$ cat src/rtl/mtc_builder_sync.sv
// -----------------------------------------------------------------------------
// mtc_builder_sync
// Pairs slc pipeline candidates with pt-calculation results and emits MTC
// packets. Each of the N_SL slots owns one slc input and one mtc output and
// runs an IDLE -> WAIT -> EMIT cycle: an slc word is latched, the slot waits
// for a valid ptcalc word on the thread named by the slc process-channel
// field, and then emits {valid, pt_ok, ptcalc word, slc word} for one cycle.
// A slot that waits TIMEOUT cycles emits with pt_ok=0 and a zero payload.
//
// Ports
//   clock        : single clock
//   rst          : synchronous, active-high reset
//   slc[i]       : slc candidate for slot i, MSB = valid
//   ptcalc[t]    : pt result for thread t, MSB = valid
//   mtc[i]       : registered packet of slot i, all-zero when not emitting
//   drop_cnt     : saturating count of slc words discarded by busy slots
//   timeout_cnt  : saturating count of slots that gave up waiting
//   busy[i]      : slot i is not IDLE
// -----------------------------------------------------------------------------
module mtc_builder_sync #(
  parameter int PTCALC_WIDTH = 20,  // ptcalc word width, MSB = valid
  parameter int SLC_WIDTH    = 24,  // slc word width, MSB = valid
  parameter int PCH_MSB      = 5,   // process-channel field in the slc word
  parameter int PCH_LSB      = 4,
  parameter int N_THREADS    = 3,
  parameter int N_SL         = 3,
  parameter int TIMEOUT      = 64,  // 1..1023
  parameter int CNT_WIDTH    = 16
) (
  input  logic                                 clock,
  input  logic                                 rst,
  input  logic [SLC_WIDTH-1:0]                 slc         [N_SL],
  input  logic [PTCALC_WIDTH-1:0]              ptcalc      [N_THREADS],
  output logic [SLC_WIDTH+PTCALC_WIDTH+1:0]    mtc         [N_SL],
  output logic [CNT_WIDTH-1:0]                 drop_cnt,
  output logic [CNT_WIDTH-1:0]                 timeout_cnt,
  output logic [N_SL-1:0]                      busy
);

  localparam int         PCH_W    = PCH_MSB - PCH_LSB + 1;
  localparam logic [9:0] TMO_LAST = 10'(TIMEOUT - 1);

  typedef enum logic [1:0] {
    IDLE = 2'd0,
    WAIT = 2'd1,
    EMIT = 2'd2
  } state_t;

  state_t                  state_r    [N_SL];
  state_t                  state_s    [N_SL];
  logic [PCH_W-1:0]        thread_r   [N_SL];
  logic [PCH_W-1:0]        thread_s   [N_SL];
  logic [9:0]              wait_cnt_r [N_SL];
  logic [9:0]              wait_cnt_s [N_SL];
  logic [SLC_WIDTH-1:0]    slc_r      [N_SL];
  logic [SLC_WIDTH-1:0]    slc_s      [N_SL];
  logic [PTCALC_WIDTH-1:0] pt_r       [N_SL];
  logic [PTCALC_WIDTH-1:0] pt_s       [N_SL];
  logic [N_SL-1:0]         pt_ok_r;
  logic [N_SL-1:0]         pt_ok_s;
  logic [N_SL-1:0]         drop_s;
  logic [N_SL-1:0]         tmo_s;

  // Add one per asserted event bit, holding at all-ones once reached.
  function automatic logic [CNT_WIDTH-1:0] sat_add(input logic [CNT_WIDTH-1:0] cnt,
                                                   input logic [N_SL-1:0] ev);
    logic [CNT_WIDTH-1:0] acc;
    acc = cnt;
    for (int k = 0; k < N_SL; k++) begin
      if (ev[k] && (acc != {CNT_WIDTH{1'b1}})) begin
        acc = acc + {{(CNT_WIDTH-1){1'b0}}, 1'b1};
      end else begin
        acc = acc;
      end
    end
    return acc;
  endfunction

  // Per-slot next-state logic, including the lowest-index-wins thread arbitration.
  always_comb begin
    logic [N_THREADS-1:0]    claimed;
    logic                    known;
    logic                    hit;
    logic [PTCALC_WIDTH-1:0] sel_pt;
    claimed = '0;
    drop_s  = '0;
    tmo_s   = '0;
    pt_ok_s = pt_ok_r;
    for (int i = 0; i < N_SL; i++) begin
      state_s[i]    = state_r[i];
      thread_s[i]   = thread_r[i];
      wait_cnt_s[i] = wait_cnt_r[i];
      slc_s[i]      = slc_r[i];
      pt_s[i]       = pt_r[i];
      known         = 1'b0;
      hit           = 1'b0;
      sel_pt        = '0;
      // A process channel outside 0..N_THREADS-1 has no thread to wait on.
      for (int t = 0; t < N_THREADS; t++) begin
        known = known | (slc[i][PCH_MSB:PCH_LSB] == PCH_W'(t));
      end
      // Slots are scanned in index order, so a thread already claimed this
      // cycle is invisible to higher-index slots.
      for (int t = 0; t < N_THREADS; t++) begin
        if ((state_r[i] == WAIT) && !hit && !claimed[t] &&
            (thread_r[i] == PCH_W'(t)) && ptcalc[t][PTCALC_WIDTH-1]) begin
          hit        = 1'b1;
          claimed[t] = 1'b1;
          sel_pt     = ptcalc[t];
        end else begin
          hit = hit;
        end
      end
      case (state_r[i])
        IDLE: begin
          if (slc[i][SLC_WIDTH-1]) begin
            slc_s[i]      = slc[i];
            thread_s[i]   = slc[i][PCH_MSB:PCH_LSB];
            wait_cnt_s[i] = 10'd0;
            pt_s[i]       = '0;
            pt_ok_s[i]    = 1'b0;
            state_s[i]    = known ? WAIT : EMIT;
          end else begin
            state_s[i] = IDLE;
          end
        end
        WAIT: begin
          wait_cnt_s[i] = wait_cnt_r[i] + 10'd1;
          drop_s[i]     = slc[i][SLC_WIDTH-1];
          if (hit) begin
            pt_s[i]    = sel_pt;
            pt_ok_s[i] = 1'b1;
            state_s[i] = EMIT;
          end else if (wait_cnt_r[i] == TMO_LAST) begin
            pt_s[i]    = '0;
            pt_ok_s[i] = 1'b0;
            tmo_s[i]   = 1'b1;
            state_s[i] = EMIT;
          end else begin
            state_s[i] = WAIT;
          end
        end
        EMIT: begin
          drop_s[i]  = slc[i][SLC_WIDTH-1];
          state_s[i] = IDLE;
        end
        default: begin
          state_s[i] = IDLE;
        end
      endcase
    end
  end

  // Slot state and latched entry registers.
  always_ff @(posedge clock) begin
    if (rst) begin
      for (int i = 0; i < N_SL; i++) begin
        state_r[i]    <= IDLE;
        thread_r[i]   <= '0;
        wait_cnt_r[i] <= 10'd0;
        slc_r[i]      <= '0;
        pt_r[i]       <= '0;
      end
      pt_ok_r <= '0;
    end else begin
      for (int i = 0; i < N_SL; i++) begin
        state_r[i]    <= state_s[i];
        thread_r[i]   <= thread_s[i];
        wait_cnt_r[i] <= wait_cnt_s[i];
        slc_r[i]      <= slc_s[i];
        pt_r[i]       <= pt_s[i];
      end
      pt_ok_r <= pt_ok_s;
    end
  end

  // Registered outputs: packets leave on the EMIT cycle, busy tracks next state.
  always_ff @(posedge clock) begin
    if (rst) begin
      for (int i = 0; i < N_SL; i++) begin
        mtc[i] <= '0;
      end
      busy        <= '0;
      drop_cnt    <= '0;
      timeout_cnt <= '0;
    end else begin
      for (int i = 0; i < N_SL; i++) begin
        mtc[i]  <= (state_r[i] == EMIT) ? {1'b1, pt_ok_r[i], pt_r[i], slc_r[i]} : '0;
        busy[i] <= (state_s[i] != IDLE);
      end
      drop_cnt    <= sat_add(drop_cnt, drop_s);
      timeout_cnt <= sat_add(timeout_cnt, tmo_s);
    end
  end

endmodule

$ cat config.mk
export PLATFORM = sky130hd
export DESIGN_NAME = mtc_builder_sync
export DESIGN_NICKNAME = d
export VERILOG_FILES = /design/src/rtl/mtc_builder_sync.sv
export SDC_FILE = /design/constraint.sdc
export NUM_CORES = 1
export LEC_CHECK = 0
export ABC_AREA = 1
export CORE_MARGIN = 2
export CORE_UTILIZATION = 45
export CTS_BUF_LIST = sky130_fd_sc_hd__clkbuf_16
export CTS_CLUSTER_SIZE = 30
export DETAILED_ROUTE_END_ITERATION = 8
export PLACE_DENSITY = 0.71
export SETUP_SLACK_MARGIN = 0.3
export SYNTH_ARGS = -nofsm -noshare
export SYNTH_HDL_FRONTEND = slang
export SYNTH_SLANG_ARGS = --single-unit
$ cat constraint.sdc
create_clock -name clock -period 4.3 [get_ports clock]
set_input_delay 0.43 -clock clock [delete_from_list [all_inputs] [get_ports clock]]
set_output_delay 0.43 -clock clock [all_outputs]
set_load 0.005 [all_outputs]
==> reports/metrics.yaml, run 1 <==
num_vias: 16200
outcome: "complete, no violations"
syn-mean-instance-area_um2: 6.78
cts_buffer_depth: 3
floorplan.io_pins: 307
cts-buffers-inserted: 38
fin_worst_skew_ns: 0.0188
detailed_router_iteration_count_before_antenna_repair: 5
final-hold-violation-count: 0
setup-violations-final: 0
final_layout_size_suffix_gt1_share_pct: 7.89
async_flop_share_pct: 0
maximum_number_of_pins_on_one_net_before_global_route_repair: 85
worst_setup_path_endpoint: "timeout_cnt[13]$_SDFF_PP0_"
core.rowCount: 69
yosysUniqueCellTypes: 42
first_global_vias: 15100
fp.dieH_um: 193
minimum_clock_period_after_layout_ns: 3.73
worst_slew_pin_slew_ns: 1.10
postSynth.topFlopCell: "sky130_fd_sc_hd__dfxtp_1"
layout.cells.most_common_list: "sky130_fd_sc_hd__nand2_1, sky130_fd_sc_hd__inv_1, sky130_fd_sc_hd__nor2_1"
routed_wirelength_um: 52700
wire_length_of_the_first_global_routing_pass_um: 80200
r2r.worst_path.cells: 21
root_buffer_selected_by_cts: "sky130_fd_sc_hd__clkbuf_16"
reg2reg_from: "timeout_cnt[2]$_SDFF_PP0_"
worstPathRequired_ns: 4.77
ratio_of_routed_vias_to_standard_cells: 5.09
drv_cap: 0
netlist_instances: 2368
unrepaired_setup_endpoints_after_global_routing: "true"
cp_data_arrival_time_ns: 4.20
cp-startpoint: "timeout_cnt[2]$_SDFF_PP0_"
reg2reg_setup_slack_ns: 0.57
ratio_of_final_minimum_period_to_clock_period_pct: 86.7
mostFrequentLayoutCell: "sky130_fd_sc_hd__nand2_1"
dp_slack_ns: 0.104
post_layout_total_power_mw: 7.73
core-area_um2: 35300
routed_wire_length_per_instance_um: 16.6
gp_congestion: 0.926
maxSlewHeadroom_pct: 26.2
timing.setup.tns_ns: 0
dieWidth_um: 193
final.setup.worst_slack_ns: 0.570
critical_path_peak_fanout: 16
power_density_nw_per_um2: 365
slew_viol_final: 0
leakage_nw: 8.60
fin_hold_ws_ns: 0.201
effective_utilization_at_floorplan_pct: 45.5
grt_use_total_pct: 27.6
classification_of_the_worst_setup_path: "flip-flop to flip-flop"
postRouteAntennaNets: 0
netlist_area_um2: 16000
synth_edf_count: 0
yosys_warnings: 0
worst_setup_hold_path_clk_slew_ns: 0.06
postLayoutCoreUtil_pct: 60.0
clkLatencyLatePin_ns: 0.57
cts_tree: "done"
global_route.overflow_total: 0
flow.area_growth_from_synthesis_pct: 31.9
first_iter_violations: 1283
cts_hold_buffers: 0
hold_path.class: "input pin to flip-flop"
htreeDepth: 2
finish.net_count: 2837
postSynthRegisterBits: 344
grt_antenna_before_repair: 1
numClockSinks: 344
crit_path_start_kind: "flip-flop"
fmaxAchievable_mhz: 268
ys_seq_area_share_pct: 42.9
critical_path.endpoint_type: "flip-flop"
dieArea_um2: 37200
post-dp-hpwl_um: 39100
port_buffer_count: 306
number_of_fill_cells: 3332
drcViolationCount: 0
ir_worst_vdd_v: 0.000283
syn_nets: 2519
r2r_end: "timeout_cnt[13]$_SDFF_PP0_"
==> power by group <==
group	internal (mW)	switching, mW
Clock	1.94	1.38
Sequential	3.29	0.0565
Combinational	0.405	0.649
Total	5.64	2.09
==> what timing repair did <==
item	in CTS	in global routing
pin swaps	0	2
setup buffers	0	4
gates resized for setup	2	33
endpoints found under the setup margin	8	32
==> worst min-delay path by stage <==
stage,startpoint,endpoint,slack (ns),cells after the start
final,rst,drop_cnt[2]$_SDFF_PP0_,0.20,2
after CTS,rst,state_r[0][0]$_SDFF_PP0_,0.18,2
after detailed placement,pt_r[0][30]$_SDFFE_PP0P_,mtc[80]$_SDFF_PP0_,0.42,2
after global placement,pt_r[0][37]$_SDFFE_PP0P_,mtc[87]$_SDFF_PP0_,0.41,2
after floorplan,pt_r[0][0]$_SDFFE_PP0P_,mtc[116]$_SDFF_PP0_,0.41,2
after global routing,rst,drop_cnt[8]$_SDFF_PP0_,0.20,2
==> cell usage after synthesis (2+ instances only) <==
library cell	instances	area [um2]
sky130_fd_sc_hd__dfxtp_1	344	6890
sky130_fd_sc_hd__buf_6	10	113
sky130_fd_sc_hd__a21oi_1	187	936
sky130_fd_sc_hd__nor3_2	2	20.0
sky130_fd_sc_hd__inv_1	356	1340
sky130_fd_sc_hd__nand3b_1	7	52.6
sky130_fd_sc_hd__nor3_1	22	110
sky130_fd_sc_hd__clkinv_1	4	15.0
sky130_fd_sc_hd__o21ai_0	194	971
sky130_fd_sc_hd__a21boi_1	2	15.0
sky130_fd_sc_hd__o21ai_2	2	17.5
sky130_fd_sc_hd__nand2_1	498	1870
sky130_fd_sc_hd__nor2_2	21	131
sky130_fd_sc_hd__nand3_1	91	455
sky130_fd_sc_hd__nor2_8	2	40.0
sky130_fd_sc_hd__xor2_1	30	263
sky130_fd_sc_hd__inv_2	11	41.3
sky130_fd_sc_hd__ha_1	17	213
sky130_fd_sc_hd__nor2_1	360	1350
sky130_fd_sc_hd__o22ai_1	38	238
sky130_fd_sc_hd__clkbuf_1	76	285
sky130_fd_sc_hd__nand4_1	41	257
sky130_fd_sc_hd__o21ai_1	3	15.0
sky130_fd_sc_hd__nand3_2	7	70.1
sky130_fd_sc_hd__xnor2_1	5	43.8
sky130_fd_sc_hd__buf_1	2	7.51
sky130_fd_sc_hd__nor2_4	3	33.8
sky130_fd_sc_hd__nand2_2	19	119
==> flip-flops by register name, summed over array words and instances (netlist names) <==
name and count:
slc_r 72, wait_cnt_r 30, timeout_cnt 16, drop_cnt 16, pt_ok_r 3, busy 3, mtc 138, pt_r 60
state_r 6
==> logic make-up after synthesis <==
| kind of cell | Yosys count | share of synthesized area, % |
|---|---|---|
| simple gates | 1078 | 28.5 |
| buf+inv | 460 | 11.2 |
| compound gates | 433 | 14.0 |
| flops | 344 | 42.9 |
| xor+xnor | 36 | 2.01 |
| fa+ha+maj | 17 | 1.33 |
==> worst max-delay path, cell delays in order, from the launching register on <==
cell and delay (ns):
sky130_fd_sc_hd__dfxtp_1 0.55, sky130_fd_sc_hd__nand3_1 0.21, sky130_fd_sc_hd__nor2_4 0.17, sky130_fd_sc_hd__nand4_1 0.24, sky130_fd_sc_hd__buf_4 0.23, sky130_fd_sc_hd__buf_4 0.13, sky130_fd_sc_hd__nand3_1 0.09, sky130_fd_sc_hd__nand2_1 0.05
sky130_fd_sc_hd__nand2_1 0.16, sky130_fd_sc_hd__nand3_4 0.18, sky130_fd_sc_hd__nor2_8 0.19, sky130_fd_sc_hd__nand2_8 0.09, sky130_fd_sc_hd__nand2_4 0.17, sky130_fd_sc_hd__nand2_1 0.07, sky130_fd_sc_hd__nand2_1 0.17, sky130_fd_sc_hd__nand2_1 0.12
sky130_fd_sc_hd__nor2_2 0.21, sky130_fd_sc_hd__nand3_4 0.21, sky130_fd_sc_hd__nand2_1 0.19, sky130_fd_sc_hd__nand2_1 0.07, sky130_fd_sc_hd__nand2_1 0.06, sky130_fd_sc_hd__nor2_1 0.05
==> metal layers <==
| metal | up-vias | global-route usage (%) | part of all wire (%) |
|---|---|---|---|
| met4 | 2 | 8.46 | 2.8 |
| met2 | 618 | 44.8 | 45 |
| met1 | 7399 | 36.0 | 44 |
| li1 | 8070 | - | - |
| met3 | 79 | 6.78 | 8.4 |
| met5 | - | 0 | 0.025 |
==> stage by stage <==
stage               std cells  instance area [um2]
finish                   3175                21200
global route             3174                21200
CTS                      3170                21000
detailed placement       3103                19700
global placement         3103                19700
floorplan                2368                16000
==> layout make-up <==
cell class / instances / area [um2] / share of cell area, %
Multi-Input combinational cell: 1564 / 7510 / 35.5
Sequential cell: 344 / 6890 / 32.5
Timing Repair Buffer: 367 / 3530 / 16.7
Inverter: 371 / 1400 / 6.60
Clock buffer: 38 / 951 / 4.49
Tap cell: 461 / 577 / 2.72
Clock inverter: 29 / 322 / 1.52
Antenna cell: 1 / 2.50 / 0.0118
Power figures use the tool's default switching activity.
==> inputs of run 2 (changes only) <==
Settings changed: CTS_BUF_LIST sky130_fd_sc_hd__clkbuf_16 to sky130_fd_sc_hd__clkbuf_4.
==> run 2 against run 1 <==
Largest cell class unchanged. Clock skew grew 0.022 ns. Cell count increased by 2.6%. Clock power decreased by 17%. Die area stayed put. Fmax up 0.24%. Via count grew 2.0%.
==> reports/metrics.yaml, run 2 (same netlist as run 1, synthesis figures left out) <==
path_buf_inv: 2  # unchanged
p_comb_share_pct: 14.7  # +1.1 points
cpMaxStageDelayCell: "sky130_fd_sc_hd__dfxtp_1"
unrepaired_setup_endpoints_after_global_routing: "false"
hold_path.class: "input pin to flip-flop"
gp_congestion: 0.926  # unchanged
minimum_clock_period_after_layout_ns: 3.72  # -0.00895 ns
cp_common_cell: "sky130_fd_sc_hd__nand2_1"
port_buffer_count: 306  # unchanged
post_layout_total_power_mw: 7.17  # -7.2%
crit_path_start_kind: "flip-flop"
clock_power_share_pct: 38.6  # -4.4 points
switchingPower_mw: 2.01  # -3.5%
cts_buffer_depth: 3  # unchanged
ratio_of_routed_vias_to_standard_cells: 5.06  # -0.66%
mostFrequentLayoutCell: "sky130_fd_sc_hd__nand2_1"
slowest_delay_ns: 0.55  # about the same
floorplan.io_pins: 307  # unchanged
global_route.overflow_total: 0  # unchanged
critical_path.endpoint_type: "flip-flop"
first_global_vias: 15600  # +3.2%
effective_utilization_at_floorplan_pct: 45.5  # unchanged
drcViolationCount: 0  # unchanged
worstHoldPathCells: 3  # +1
dieWidth_um: 193  # unchanged
root_buffer_selected_by_cts: "sky130_fd_sc_hd__clkbuf_4"
classification_of_the_worst_setup_path: "flip-flop to flip-flop"
outcome: "complete, no violations"
grt_use_total_pct: 27.8  # +0.28 points
final_layout_size_suffix_gt1_share_pct: 10.6  # +2.7 points
critical_path_peak_fanout: 16  # unchanged
drv_cap: 0  # unchanged
cp_data_arrival_time_ns: 4.40  # +0.20 ns
num_vias: 16500  # +2.0%
layout_top_registers: "mtc x138, slc_r x72, pt_r x60"
fp.dieH_um: 193  # unchanged
setup-violations-final: 0  # unchanged
critPathTopFamily: "simple AND/OR/NAND/NOR gates"
r2r.worst_path.cells: 22  # +4.8%
core.rowCount: 69  # unchanged
core-area_um2: 35300  # unchanged
numClockSinks: 344  # unchanged
flow.area_growth_from_synthesis_pct: 30.9
detailed_router_iteration_count_before_antenna_repair: 6  # +1
largest_register_ff_count: 138  # unchanged
wire_length_of_the_first_global_routing_pass_um: 80800  # +0.75%
slew_viol_final: 0  # unchanged
postRouteAntennaNets: 0  # unchanged
worstPathRequired_ns: 4.97  # +0.20 ns
cts_tree: "done"
first_iter_violations: 1501  # +17%
routed_wirelength_um: 52800  # about the same
p_int_mw: 5.16  # -8.5%
dieArea_um2: 37200  # unchanged
maxSlewHeadroom_pct: 28.6  # +2.4 points
worst_setup_hold_path_clk_slew_ns: 0.07  # about the same
max_flop_register: "mtc"
fmaxAchievable_mhz: 269  # +0.24%
ir_worst_vdd_v: 0.000225  # -21%
timing.critical_path.cells: "nand3_1 > nor2_4 > nand4_1 > nand2_1 > nand2_1 > nand2_1 > inv_1 > ha_1 > nand3_4 > nor2_8 > nand2_8 > nand2_4 > nand2_1 > nand2_1 > nor2_4 > buf_4 > nand2_1 > nor2_1 > nand3_1 > nand2_1 > nand2_1 > a21oi_1"
grt_antenna_before_repair: 3  # +2
leakage_nw: 8.61  # about the same
ratio_of_final_minimum_period_to_clock_period_pct: 86.5  # -0.21 points
fin_worst_skew_ns: 0.0404  # +0.0217 ns
p_sw_share_pct: 28.1  # +1.1 points
layout.cells.most_common_list: "sky130_fd_sc_hd__nand2_1, sky130_fd_sc_hd__nor2_1, sky130_fd_sc_hd__inv_1"
maximum_number_of_pins_on_one_net_before_global_route_repair: 85  # unchanged
finish.net_count: 2887  # +1.8%
htreeDepth: 3  # +1
cp_num_cells: 22  # +4.8%
cts-buffers-inserted: 87  # +130%
timing.setup.tns_ns: 0  # unchanged
worst_slew_pin_slew_ns: 1.07  # -0.0364 ns
post-dp-hpwl_um: 39100  # unchanged
clkLatencyLatePin_ns: 0.78  # +0.21 ns
seq_power_share_pct: 46.7  # +3.3 points
power_density_nw_per_um2: 341  # -6.5%
routed_wire_length_per_instance_um: 16.2  # -2.5%
final-hold-violation-count: 0  # unchanged
run 2: cell types whose count changed in the layout (fill, tap and decap cells not counted), moves of 4 or more:
| cell | change |
|---|---|
| sky130_fd_sc_hd__clkbuf_16 | -38 |
| sky130_fd_sc_hd__clkbuf_4 | +126 |
| sky130_fd_sc_hd__clkinv_1 | +4 |
| sky130_fd_sc_hd__diode_2 | +4 |
| sky130_fd_sc_hd__inv_1 | -5 |
run 2: worst min-delay path: cells and delay by family:
kind                   cells  cell delay [ns]
AO/OA/AOI/OAI              2             0.20
buffers and inverters      1             0.39
run 2: area by class of cell:
class                           instances  area [um2]
Sequential cell                       344        6890
Antenna cell                            5        12.5
Clock inverter                         20         149
Timing Repair Buffer                  368        3540
Fill cell                            3372       14300
Tap cell                              461         577
Inverter                              371        1400
Multi-Input combinational cell       1564        7500
Clock buffer                          126         946
run 2: timing repair:
action | CTS | global route
buffers inserted | 0 | 4
cloned | 0 | 0
endpoints found under the setup margin | 7 | 32
endpoints found under the hold margin | 14 | 0
pin swaps | 0 | 2
gates resized for setup | 2 | 35
hold buffers | 1 | 0
run 2: metrics by stage:
step	util (%)	instances	hold WS (ns)	cell area [um2]	setup slack [ns]
after floorplan	-	2368	0.408	16000	0.319
after global placement	55.9	3103	0.413	19700	0.154
after detailed placement	55.9	3103	0.416	19700	0.104
after CTS	59.0	3250	0.219	20800	0.304
after global routing	59.5	3258	0.247	21000	0.272
final	59.5	3259	0.296	21000	0.579
run 2: final timing paths:
kind                             start                         to  slack [ns]
max          timeout_cnt[2]$_SDFF_PP0_  timeout_cnt[5]$_SDFF_PP0_        0.58
min                             slc[8]  slc_r[0][56]$_SDFFE_PP0P_        0.30
max reg2reg  timeout_cnt[2]$_SDFF_PP0_  timeout_cnt[5]$_SDFF_PP0_        0.58
min reg2reg    pt_ok_r[2]$_SDFFE_PP0P_         mtc[44]$_SDFF_PP0_        0.42
run 2: power by group through the flow:
| stage | logic [mW] | registers (mW) | clock network (mW) |
|---|---|---|---|
| global route | 1.16 | 3.36 | 3.02 |
| floorplan | 0.572 | 3.41 | 0 |
| CTS | 1.02 | 3.35 | 2.85 |
| global placement | 1.01 | 3.42 | 0 |
| detailed placement | 1.02 | 3.42 | 0 |
| finish | 1.06 | 3.35 | 2.77 |
run 2: metal layers:
metal / up-vias / GRT usage [%] / share of wire [%]
li1: 8225 / - / -
met1: 7497 / 35.5 / 43
met2: 657 / 44.9 / 45
met3: 105 / 7.69 / 8.6
met4: 2 / 10.1 / 3.1
met5: - / 0 / 0.025
==> RTL change, RTL diff (flow settings as in run 2) <==
`PCH_MSB`: 5 -> 10.
--- a/src/rtl/mtc_builder_sync.sv
+++ b/src/rtl/mtc_builder_sync.sv
@@ -20,7 +20,7 @@
 module mtc_builder_sync #(
   parameter int PTCALC_WIDTH = 20,  // ptcalc word width, MSB = valid
   parameter int SLC_WIDTH    = 24,  // slc word width, MSB = valid
-  parameter int PCH_MSB      = 5,   // process-channel field in the slc word
+  parameter int PCH_MSB      = 10,   // process-channel field in the slc word
   parameter int PCH_LSB      = 4,
   parameter int N_THREADS    = 3,
   parameter int N_SL         = 3,
Formal check against the unedited RTL: not equivalent (a bounded check fails within 4 cycles, from zero or initial values and one cycle with rst high).
==> RTL change against run 2 <==
  * Die area grew 1.2%
  * Worst setup slack worse by 0.033 ns
  * Design area barely moved
  * Routed wire length is 4.6% lower
  * Sequential cell count unchanged
  * Area after synthesis increased by 1.2%
  * Synthesized cell count down 1.3%
  * Largest power group unchanged
  * Total power decreased by 3.9%
  * Critical endpoint is now timeout_cnt[13]
==> RTL change: results (changes against run 2) <==
* Setup Skew at 0.0474 ns (+0.00698 ns)
* Hold path endpoint: state_r[0][5]
* Register area at 6890 um^2 (about the same)
* Adder-cell share of the synthesized area at 1.31% (-0.016 points)
* Vias per cell at 5.06 (about the same)
* First-pass GRT wire length at 79000 um (-2.2%)
* NonClk Buf Share at 16.0% (-0.87 points)
* Multi-input gate share of the layout cell area at 36.4% (+0.75 points)
* # clk buffers at 128 (+1.6%)
* Fraction of synthesized cell area in xor and xnor cells at 1.73% (-0.29 points)
* Synthesis-to-finish area growth at 29.3%
* Worst-Skew Late Latency at 0.76 ns (-0.02 ns)
* Buffers excl. clock at 345 (-6.3%)
* Global-route usage over all layers at 26.0% (-1.9 points)
* Compound-gate portion of the synthesized area at 15.8% (+1.7 points)
* DP HPWL at 36200 um (-7.2%)
* Critical Path Fanout Max at 11 (-5)
* Die Area at 37600 um^2 (+1.2%)
* Initial antenna violation count at 1 (-2)
* Top cells by area, synth: dfxtp_1, nand2_1, inv_1
* Syn nets at 2489 (-1.2%)
* Post-synth cell types at 48 (+14%)
* Drt total wl at 50300 um (-4.6%)
* Switching Fraction at 26.4% (-1.6 points)
* Synth Instances at 2338 (-1.3%)
* Hold path cells at 2 (-1)
* Worst slack at placement at -0.0424 ns (-0.146 ns)
* Worst hold slack at 0.132 ns (-0.164 ns)
* Reg2reg start: wait_cnt_r[0][0]
* Status: finished, final reports clean
* Hold-fix buffers, CTS at 0 (-1)
* CTS buffer count at 90 (+3.4%)
## RTL change: worst max-delay path: stages, from the launching register on
cell and delay [ns]:
dfxtp_1 0.36, ha_1 0.21, nand3_1 0.12, nor2_2 0.16
nand3_2 0.16, nor2_4 0.32, buf_4 0.26, nand3_1 0.09
nand2_1 0.14, inv_2 0.06, nor2_2 0.17, nand2_1 0.12
nor2_4 0.14, nand2_4 0.09, nand3_1 0.10, nand2_2 0.10
nor2_2 0.20, nand2_1 0.12, nor2_4 0.21, nand3_2 0.22
nand3_1 0.14, nand2_1 0.06, nor2_1 0.11
## RTL change: repair_timing
item | 4_1_cts | 5_1_grt
pin swaps | 1 | 4
resized for setup | 10 | 20
gates cloned | 1 | 1
endpoints found under the setup margin | 30 | 32
buffers inserted | 0 | 4
## RTL change: layer usage
layer  wire [um]  part of all wire [%]
met4        1660                   3.3
met2       23500                    47
met5           0                     0
met1       21500                    43
met3        3660                   7.3
